**config.mk**
```make
export PLATFORM = sky130hd
export DESIGN_NAME = spi_adc_multi
export DESIGN_NICKNAME = d
export VERILOG_FILES = /design/src/rtl/spi_adc_pkg.sv /design/src/rtl/spi_adc_sck_gen.sv /design/src/rtl/spi_adc_multi.sv
export SDC_FILE = /design/constraint.sdc
export NUM_CORES = 1
export LEC_CHECK = 0
export ABC_AREA = 1
export CORE_ASPECT_RATIO = 0.9
export CORE_MARGIN = 4
export CORE_UTILIZATION = 35
export CTS_BUF_LIST = sky130_fd_sc_hd__clkbuf_4 sky130_fd_sc_hd__clkbuf_8
export DETAILED_ROUTE_END_ITERATION = 8
export MAX_ROUTING_LAYER = met4
export PLACE_DENSITY = 0.67
export SLEW_MARGIN = 5
export SYNTH_ARGS = -nofsm -noshare
export SYNTH_HDL_FRONTEND = slang
export SYNTH_HIERARCHICAL = 1
export SYNTH_SLANG_ARGS = --single-unit
```
**constraint.sdc**
```tcl
create_clock -name clk -period 1.8 [get_ports clk]
set_input_delay 0.36 -clock clk [delete_from_list [all_inputs] [get_ports clk]]
set_output_delay 0.36 -clock clk [all_outputs]
set_load 0.05 [all_outputs]
```
**src/rtl/spi_adc_pkg.sv**
```systemverilog
`default_nettype none
// ============================================================================
// Module  : spi_adc_pkg
// Brief   : Shared state encoding and frame-length helper for the SPI ADC master.
// Revision: 1.0  initial release
// ============================================================================
package spi_adc_pkg;

   typedef enum logic [1:0] {
      ST_IDLE  = 2'd0,
      ST_FRAME = 2'd1,
      ST_QUIET = 2'd2
   } state_e;

   function automatic int frame_bits(input int lead, input int data);
      return lead + data;
   endfunction

endpackage
`default_nettype wire

```
**src/rtl/spi_adc_sck_gen.sv**
```systemverilog
`default_nettype none
// ============================================================================
// Module  : spi_adc_sck_gen
// Brief   : SCK divider; strobes flag the clk edge that will raise/lower SCK.
// Revision: 1.0  initial release
// ============================================================================
module spi_adc_sck_gen #(
   parameter int CLK_DIV = 3
) (
   input  logic clk,
   input  logic rst_n,
   input  logic clr_i,
   output logic sck_o,
   output logic rise_stb_o,
   output logic fall_stb_o
);

   localparam int               DIV_W    = (CLK_DIV > 1) ? $clog2(CLK_DIV) : 1;
   localparam logic [DIV_W-1:0] DIV_LAST = DIV_W'(CLK_DIV - 1);

   logic [DIV_W-1:0] div_q, div_d;
   logic             sck_q, sck_d;
   logic             div_end;

   assign div_end = (div_q == DIV_LAST);

   always_comb begin
      div_d = div_q;
      sck_d = sck_q;
      if (clr_i) begin
         div_d = '0;
         sck_d = 1'b0;
      end else if (div_end) begin
         div_d = '0;
         sck_d = ~sck_q;
      end else begin
         div_d = div_q + DIV_W'(1);
      end
   end

   always_ff @(posedge clk or negedge rst_n) begin
      if (!rst_n) begin
         div_q <= '0;
         sck_q <= 1'b0;
      end else begin
         div_q <= div_d;
         sck_q <= sck_d;
      end
   end

   assign sck_o      = sck_q;
   assign rise_stb_o = ~clr_i & div_end & ~sck_q;
   assign fall_stb_o = ~clr_i & div_end &  sck_q;

endmodule
`default_nettype wire

```
**src/rtl/spi_adc_multi.sv**
```systemverilog
`default_nettype none
// ============================================================================
// Module  : spi_adc_multi
// Brief   : SPI master for simultaneous-sampling ADCs, NUM_CH MISO lanes, valid/ack output.
// Revision: 1.0  initial release
// ============================================================================
module spi_adc_multi
   import spi_adc_pkg::*;
#(
   parameter int NUM_CH    = 2,
   parameter int DATA_W    = 12,
   parameter int LEAD_BITS = 4,
   parameter int CLK_DIV   = 3,
   parameter int QUIET_CYC = 4
) (
   input  logic                     clk,
   input  logic                     rst_n,
   input  logic                     en_i,
   input  logic                     cont_i,
   input  logic                     start_i,
   output logic                     spi_cs_no,
   output logic                     spi_sck_o,
   input  logic [NUM_CH-1:0]        spi_miso_i,
   output logic                     busy_o,
   output logic [NUM_CH*DATA_W-1:0] data_o,
   output logic                     data_update_o,
   output logic                     data_valid_o,
   input  logic                     data_ack_i,
   output logic                     overrun_o
);

   localparam int                FRAME_BITS = frame_bits(LEAD_BITS, DATA_W);
   localparam int                CNT_W      = $clog2(FRAME_BITS + 1);
   localparam int                QCNT_W     = (QUIET_CYC > 1) ? $clog2(QUIET_CYC) : 1;
   localparam logic [CNT_W-1:0]  CNT_LAST   = CNT_W'(FRAME_BITS);
   localparam logic [CNT_W-1:0]  CNT_LEAD   = CNT_W'(LEAD_BITS);
   localparam logic [QCNT_W-1:0] QCNT_LAST  = QCNT_W'(QUIET_CYC - 1);

   state_e                   state_q, state_d;
   logic [CNT_W-1:0]         bit_cnt_q, bit_cnt_d;
   logic [QCNT_W-1:0]        qcnt_q, qcnt_d;
   logic [NUM_CH*DATA_W-1:0] data_q, data_d;
   logic                     update_q, update_d;
   logic                     valid_q, valid_d;
   logic                     overrun_q, overrun_d;

   logic                     sck_clr;
   logic                     rise_stb;
   logic                     fall_stb;
   logic                     capture;
   logic                     frame_done;
   logic [NUM_CH*DATA_W-1:0] shift_all;

   // Divider only runs inside a frame, so every frame starts from a cleared phase.
   assign sck_clr = (state_q != ST_FRAME) | ~en_i;

   spi_adc_sck_gen #(
      .CLK_DIV (CLK_DIV)
   ) u_sck_gen (
      .clk        (clk),
      .rst_n      (rst_n),
      .clr_i      (sck_clr),
      .sck_o      (spi_sck_o),
      .rise_stb_o (rise_stb),
      .fall_stb_o (fall_stb)
   );

   assign capture = rise_stb & (bit_cnt_q >= CNT_LEAD);

   generate
      for (genvar c = 0; c < NUM_CH; c++) begin : g_ch
         logic [DATA_W-1:0] shift_q, shift_d;

         always_comb begin
            shift_d = shift_q;
            if (capture) begin
               shift_d = DATA_W'({shift_q, spi_miso_i[c]});
            end
         end

         always_ff @(posedge clk or negedge rst_n) begin
            if (!rst_n) begin
               shift_q <= '0;
            end else begin
               shift_q <= shift_d;
            end
         end

         assign shift_all[c*DATA_W +: DATA_W] = shift_q;
      end
   endgenerate

   always_comb begin
      state_d    = state_q;
      bit_cnt_d  = bit_cnt_q;
      qcnt_d     = qcnt_q;
      frame_done = 1'b0;
      unique case (state_q)
         ST_IDLE: begin
            bit_cnt_d = '0;
            if (cont_i | start_i) begin
               state_d = ST_FRAME;
            end
         end
         ST_FRAME: begin
            if (rise_stb) begin
               bit_cnt_d = bit_cnt_q + CNT_W'(1);
            end
            if (fall_stb && (bit_cnt_q == CNT_LAST)) begin
               frame_done = 1'b1;
               state_d    = ST_QUIET;
               qcnt_d     = '0;
            end
         end
         ST_QUIET: begin
            if (qcnt_q == QCNT_LAST) begin
               bit_cnt_d = '0;
               state_d   = cont_i ? ST_FRAME : ST_IDLE;
            end else begin
               qcnt_d = qcnt_q + QCNT_W'(1);
            end
         end
         default: state_d = ST_IDLE;
      endcase
      if (!en_i) begin
         state_d    = ST_IDLE;
         bit_cnt_d  = '0;
         frame_done = 1'b0;
      end
   end

   // A fresh result outranks a same-cycle ack; overrun only when the old one was never taken.
   always_comb begin
      data_d    = data_q;
      update_d  = frame_done;
      valid_d   = valid_q;
      overrun_d = overrun_q;
      if (data_ack_i) begin
         valid_d   = 1'b0;
         overrun_d = 1'b0;
      end
      if (frame_done) begin
         data_d  = shift_all;
         valid_d = 1'b1;
         if (valid_q && !data_ack_i) begin
            overrun_d = 1'b1;
         end
      end
   end

   always_ff @(posedge clk or negedge rst_n) begin
      if (!rst_n) begin
         state_q   <= ST_IDLE;
         bit_cnt_q <= '0;
         qcnt_q    <= '0;
         data_q    <= '0;
         update_q  <= 1'b0;
         valid_q   <= 1'b0;
         overrun_q <= 1'b0;
      end else begin
         state_q   <= state_d;
         bit_cnt_q <= bit_cnt_d;
         qcnt_q    <= qcnt_d;
         data_q    <= data_d;
         update_q  <= update_d;
         valid_q   <= valid_d;
         overrun_q <= overrun_d;
      end
   end

   assign spi_cs_no     = (state_q != ST_FRAME);
   assign busy_o        = (state_q != ST_IDLE);
   assign data_o        = data_q;
   assign data_update_o = update_q;
   assign data_valid_o  = valid_q;
   assign overrun_o     = overrun_q;

endmodule
`default_nettype wire
```
# --- After elaboration in Yosys (flattened, before gate mapping) ---
# Index checks and enable logic that the tools add are counted.
word_totals:
  elab_cells: 73
  in_bits: 8
  regBits: 63
classes:
  muxes: 25
  n_addsub: 3
  eq_ne: 13
  n_bitwise: 9
  reduce_logical: 11
  n_lt_le_gt_ge: 1
ops:
  columns: ["operator", "n"]
  rows:
  - ["$mux 2", 8]
  - ["$mux 5", 3]
  - ["$pmux 5 s3", 1]
  - ["$ne 3x3->1 const B", 4]
  - ["$mux 1", 11]
  - ["$reduce_and 3->1", 3]
  - ["$reduce_bool 2->1", 4]
  - ["$eq 2x2->1 const B", 3]
  - ["$pmux 2 s3", 1]
  - ["$add 5x1->5 const B", 1]
  - ["$eq 5x5->1 const B", 1]
  - ["$ge 5x3->1 const B", 1]
  - ["$add 2x1->2 const B", 2]
  - ["$and 1x1->1", 4]
  - ["$ne 2x2->1 const B", 2]
  - ["$ne 4x1->1 const B", 1]
  - ["$pmux 2 s2", 1]
  - ["$not 1->1", 3]
  - ["$eq 2x1->1 const B", 1]
  - ["$logic_and 1x1->1", 2]
  - ["$logic_not 2->1", 1]
  - ["$ne 2x1->1 const B", 1]
  - ["$or 1x1->1", 2]
  - ["$logic_not 1->1", 1]

# --- Logic depth before layout (Yosys ltp) ---
depth:
  depth_word: 10
  ltp_mapped: 14

# --- Modules after synthesis ---
# The synthesis kept the hierarchy.
modules_own_cells:
  columns: ["mod", "seq_area_each_um2", "cells_each", "area_each_um2", "instances"]
  rows:
  - ["spi_adc_multi", 1501.4, 296, 2623.8, 1]
  - ["spi_adc_sck_gen", 75.1, 17, 135.1, 1]

# --- Worst setup path after synthesis ---
# OpenSTA, ideal clock, no wires.
synth_timing:
  kind: "register to register"
  start: "register state_q[1]"
  end: "register data_q[18] (netlist: data_o[18])"
  slack_ps: -140
  n_path_buf: 2
  arrival_time_ps: 1818
  path_stages_with_launch: 15
  setup_time_ps: 122
  required_ps: 1678
  path_cell_list: "dfrtp_1 > inv_1 > ha_1 > nand2_2 > nor2_2 > nor2b_1 > inv_1 > nor2_1 > nand2_2 > nor2_4 > inv_2 > buf_6 > buf_6 > nand2_1 > o21ai_1"
synth_via:
  elab_chain_len: 9
  word_cells_on_any_way: 10
  classes_between: "eq/ne: 2; mux: 3; bitwise: 4; reduce/logical: 1"
synth_lines:
  columns: ["item", "line", "rtl"]
  rows:
  - ["from (decl)", "spi_adc_multi.sv:39", "state_e state_q, state_d;"]
  - ["from (signal assigned)", "spi_adc_multi.sv:161", "state_q <= state_d;"]
  - ["$ne 2x1->1", "spi_adc_multi.sv:55", "assign sck_clr = (state_q != ST_FRAME) | ~en_i;"]
  - ["$or 1x1->1", "spi_adc_multi.sv:55", null]
  - ["net sck_clr", "spi_adc_multi.sv:47", "logic sck_clr;"]
  - ["$not 1->1", "spi_adc_sck_gen.sv:53", "assign fall_stb_o = ~clr_i & div_end & sck_q;"]
  - ["$and 1x1->1 (2 in series)", "spi_adc_sck_gen.sv:53", null]
  - ["net fall_stb", "spi_adc_multi.sv:49", "logic fall_stb;"]
  - ["$logic_and 1x1->1", "spi_adc_multi.sv:109", "if (fall_stb && (bit_cnt_q == CNT_LAST)) begin"]
  - ["$mux 1", "spi_adc_multi.sv:109", null]
  - ["$mux 1", "spi_adc_multi.sv:98", "unique case (state_q)"]
  - ["$mux 1", "spi_adc_multi.sv:125", "if (!en_i) begin"]
  - ["to (signal assigned)", "spi_adc_multi.sv:164", "data_q <= data_d;"]
  - ["to (decl)", "spi_adc_multi.sv:42", "logic [NUM_CH*DATA_W-1:0] data_q, data_d;"]
# The timed path passes the listed nets, and every way through them passes these cells.
# A chain may end at the register's enable or synchronous reset.

# --- Worst setup path in the final report ---
layout_timing:
  start: "register state_q[0]"
  end: "output port spi_cs_no"
layout_via:
  elab_chain_len: 1
layout_lines:
  columns: ["item", "line", "rtl"]
  rows:
  - ["$ne 2x1->1", "spi_adc_multi.sv:171", "assign spi_cs_no = (state_q != ST_FRAME);"]
  - ["to (decl)", "spi_adc_multi.sv:21", "output logic spi_cs_no,"]
# No other way between the ends.

==> results.json <==
{
  "final_common_cell": "nand2_1",
  "max_stage_delay_ns": 0.42,
  "final_util": 0.465,
  "detail_route.vias_per_cell": 4.65,
  "htreeDepth": 3,
  "wl_per_cell_um": 12.0,
  "regToRegStartpoint": "state_q[1]$_DFFE_PN0P_",
  "cp_slowest_cell": "dfrtp_1",
  "drv_cap": 0,
  "grt_start_max_net_pins": 64,
  "area_delta_synth_final_pct": 28.4,
  "core-area_mm2": 0.00762,
  "die_area_mm2": 0.00937,
  "dr_total_vias": 2182,
  "dp_hpwl_um": 3680,
  "root_buffer": "clkbuf_8",
  "final_hold_viol_count": 0,
  "crit_buf_inv": 3,
  "total_leakage_power_nw": 1.84,
  "dieWidth_um": 102,
  "cts.path.max_buffers": 2,
  "yosysUniqueCellTypes": 23,
  "status": "complete, no violations",
  "rows": 30,
  "timing.rr.end": "state_q[1]$_DFFE_PN0P_",
  "antenna_left": 0,
  "hold_slack_ns": 0.0287,
  "antenna_found_initial": 0,
  "place_inst": 450,
  "p_per_area_mw_per_mm2": 1000,
  "cts_tree": "built",
  "reg2reg_depth": 13,
  "tightest_slew_ns": 0.337,
  "multi_input_area_um2": 988,
  "skew_ns": 0.00940,
  "fmax_ghz": 0.577,
  "grtUsageTotal": 0.131,
  "nets": 384,
  "fin_cells": 469,
  "postLayoutSetupSlackWorst_ns": 0.0668,
  "placed_cell_area_mm2": 0.00328,
  "path_max_fanout": 4,
  "maxSlewViolCount": 0,
  "required_ns": 1.44,
  "syn_avg_cell_area_um2": 8.81,
  "syn_area_mm2": 0.00276,
  "place.port_buffers": 37,
  "slew_headroom": 0.775,
  "cp-start-kind": "register",
  "cp.depth": 4,
  "routed_wl_um": 5630,
  "finalInstanceArea_mm2": 0.00354,
  "timing.final.crit_share": 0.963,
  "yosysWarnings": 6,
  "cp-end-kind": "output port",
  "insertion_delay_ns": 0.33,
  "syn_inst": 313,
  "dr.pass1.iters": 4,
  "register_area_mm2": 0.00158,
  "pin_count": 38,
  "critPathTopFamily": "buffers and inverters",
  "synth_seq_area_share": 0.571,
  "gp_congestion": 0.841,
  "first_global_vias": 2150,
  "numCtsBuffers": 9,
  "path_clk_slew_ns": 0.07,
  "die_h_um": 92.2,
  "dr.first_iter.drc_count": 74,
  "drc": 0,
  "final_cell_mix": "nand2_1, dfrtp_1, buf_4",
  "cts_sinks": 63,
  "ys_ff_latch": 63,
  "crit_path_start": "state_q[0]$_DFFE_PN0P_",
  "finalSetupViolations": 0,
  "fin_crit_ns": 1.73,
  "drive_gt1_frac": 0.233,
  "hold_class": "primary input to asynchronous set/reset pin",
  "grt_pass1_wl_um": 9620,
  "reg2reg_slack_ns": 0.10,
  "pre_cts_slack_ns": -0.236,
  "overflow": 0,
  "synthesis.nets": 329,
  "diodes": 0,
  "ir_worst_vdd_v": 0.000826,
  "crit_path_cell_trace": "ha_4, buf_4, inv_1, buf_12",
  "crit_type": "register to output port",
  "fillers": 738,
  "endpoint": "spi_cs_no",
  "arrival_ns": 1.37,
  "start_util": 0.362
}
[registers in the layout, indices dropped and copies added, names as in the netlist]
register,count
u_sck_gen/div_q,2
data_valid_o,1
qcnt_q,2
data_o,24
bit_cnt_q,5
g_ch.shift_q,24
u_sck_gen/sck_o,1
state_q,2
data_update_o,1
overrun_o,1
[worst reg2reg max path: cells and delay by family, from the launching register on]
kind	cells	cell delay, ns
flip-flops	1	0.39
AND/OR/NAND/NOR	9	0.79
adder cells (fa/ha/maj)	1	0.14
buffers and inverters	3	0.26
[power breakdown]
part | internal [mW] | total [mW] | switching (mW)
clock network | 0.712 | 1.26 | 0.544
registers | 1.46 | 1.51 | 0.0500
logic | 0.350 | 0.784 | 0.434
[cell type report]
type | instances | area share
clock buffers | 11 | 0.0427
clock inverters | 5 | 0.0159
inverters | 35 | 0.0371
multi-input cells | 203 | 0.279
flip-flops and latches | 63 | 0.445
well taps | 96 | 0.0339
repair buffers | 56 | 0.146
[how the worst min path moves through the flow]
stage               cells past startpoint                  endpoint   from  slack [ns]
global route                            2     data_o[2]$_DFFE_PN0P_  rst_n        0.05
floorplan                               0  bit_cnt_q[0]$_DFFE_PN0P_  rst_n        0.06
CTS                                     2    data_o[18]$_DFFE_PN0P_  rst_n        0.04
detailed placement                      2    data_o[10]$_DFFE_PN0P_  rst_n        0.40
finish                                  2     data_o[8]$_DFFE_PN0P_  rst_n        0.03
global placement                        2    data_o[10]$_DFFE_PN0P_  rst_n        0.40
[stage by stage]
stage | TNS, ns | power (mW)
6_report | 0 | 3.55
5_1_grt | -0.00181 | 3.74
4_1_cts | 0 | 3.55
3_5_place_dp | -9.89 | 2.28
3_3_place_gp | -8.83 | 2.26
2_1_floorplan | -0.0843 | 1.94
[synthesized netlist by cell type (all sizes together)]
| master | n | area share |
|---|---|---|
| nand2 | 116 | 0.16 |
| dfrtp | 63 | 0.57 |
| inv | 35 | 0.048 |
| o21ai | 30 | 0.061 |
| nand3 | 18 | 0.033 |
| nor2 | 17 | 0.029 |
| buf | 11 | 0.030 |
| ha | 8 | 0.036 |
| a21oi | 5 | 0.0091 |
| nand4 | 4 | 0.0091 |
| nor3 | 2 | 0.0036 |
| clkbuf | 1 | 0.0018 |
| nand3b | 1 | 0.0027 |
| nor2b | 1 | 0.0023 |
| or2 | 1 | 0.0023 |
[kinds of logic after synthesis]
| kind of cell | Yosys count | synth area share |
|---|---|---|
| AO/OA/AOI/OAI | 35 | 0.0703 |
| buffers and inverters | 47 | 0.0794 |
| flip-flops | 63 | 0.571 |
| adder cells (fa/ha/maj) | 8 | 0.0363 |
| AND/OR/NAND/NOR | 160 | 0.243 |
[timing repair]
item                                    CTS  global route
gates cloned                              0             1
pin swaps                                 0             1
hold buffers                              0             0
gates resized for setup                   1             6
buffers inserted                          0             2
endpoints found under the setup margin    1            52
[metal layers]
metal	GRT usage	part of all wire	vias to the layer above
met4	0.0565	0.014	0
met5	-	0	-
met3	0.0243	0.041	7
met1	0.167	0.48	1040
li1	-	-	1090
met2	0.205	0.47	45
No activity file was read; power rests on OpenSTA's default activity.
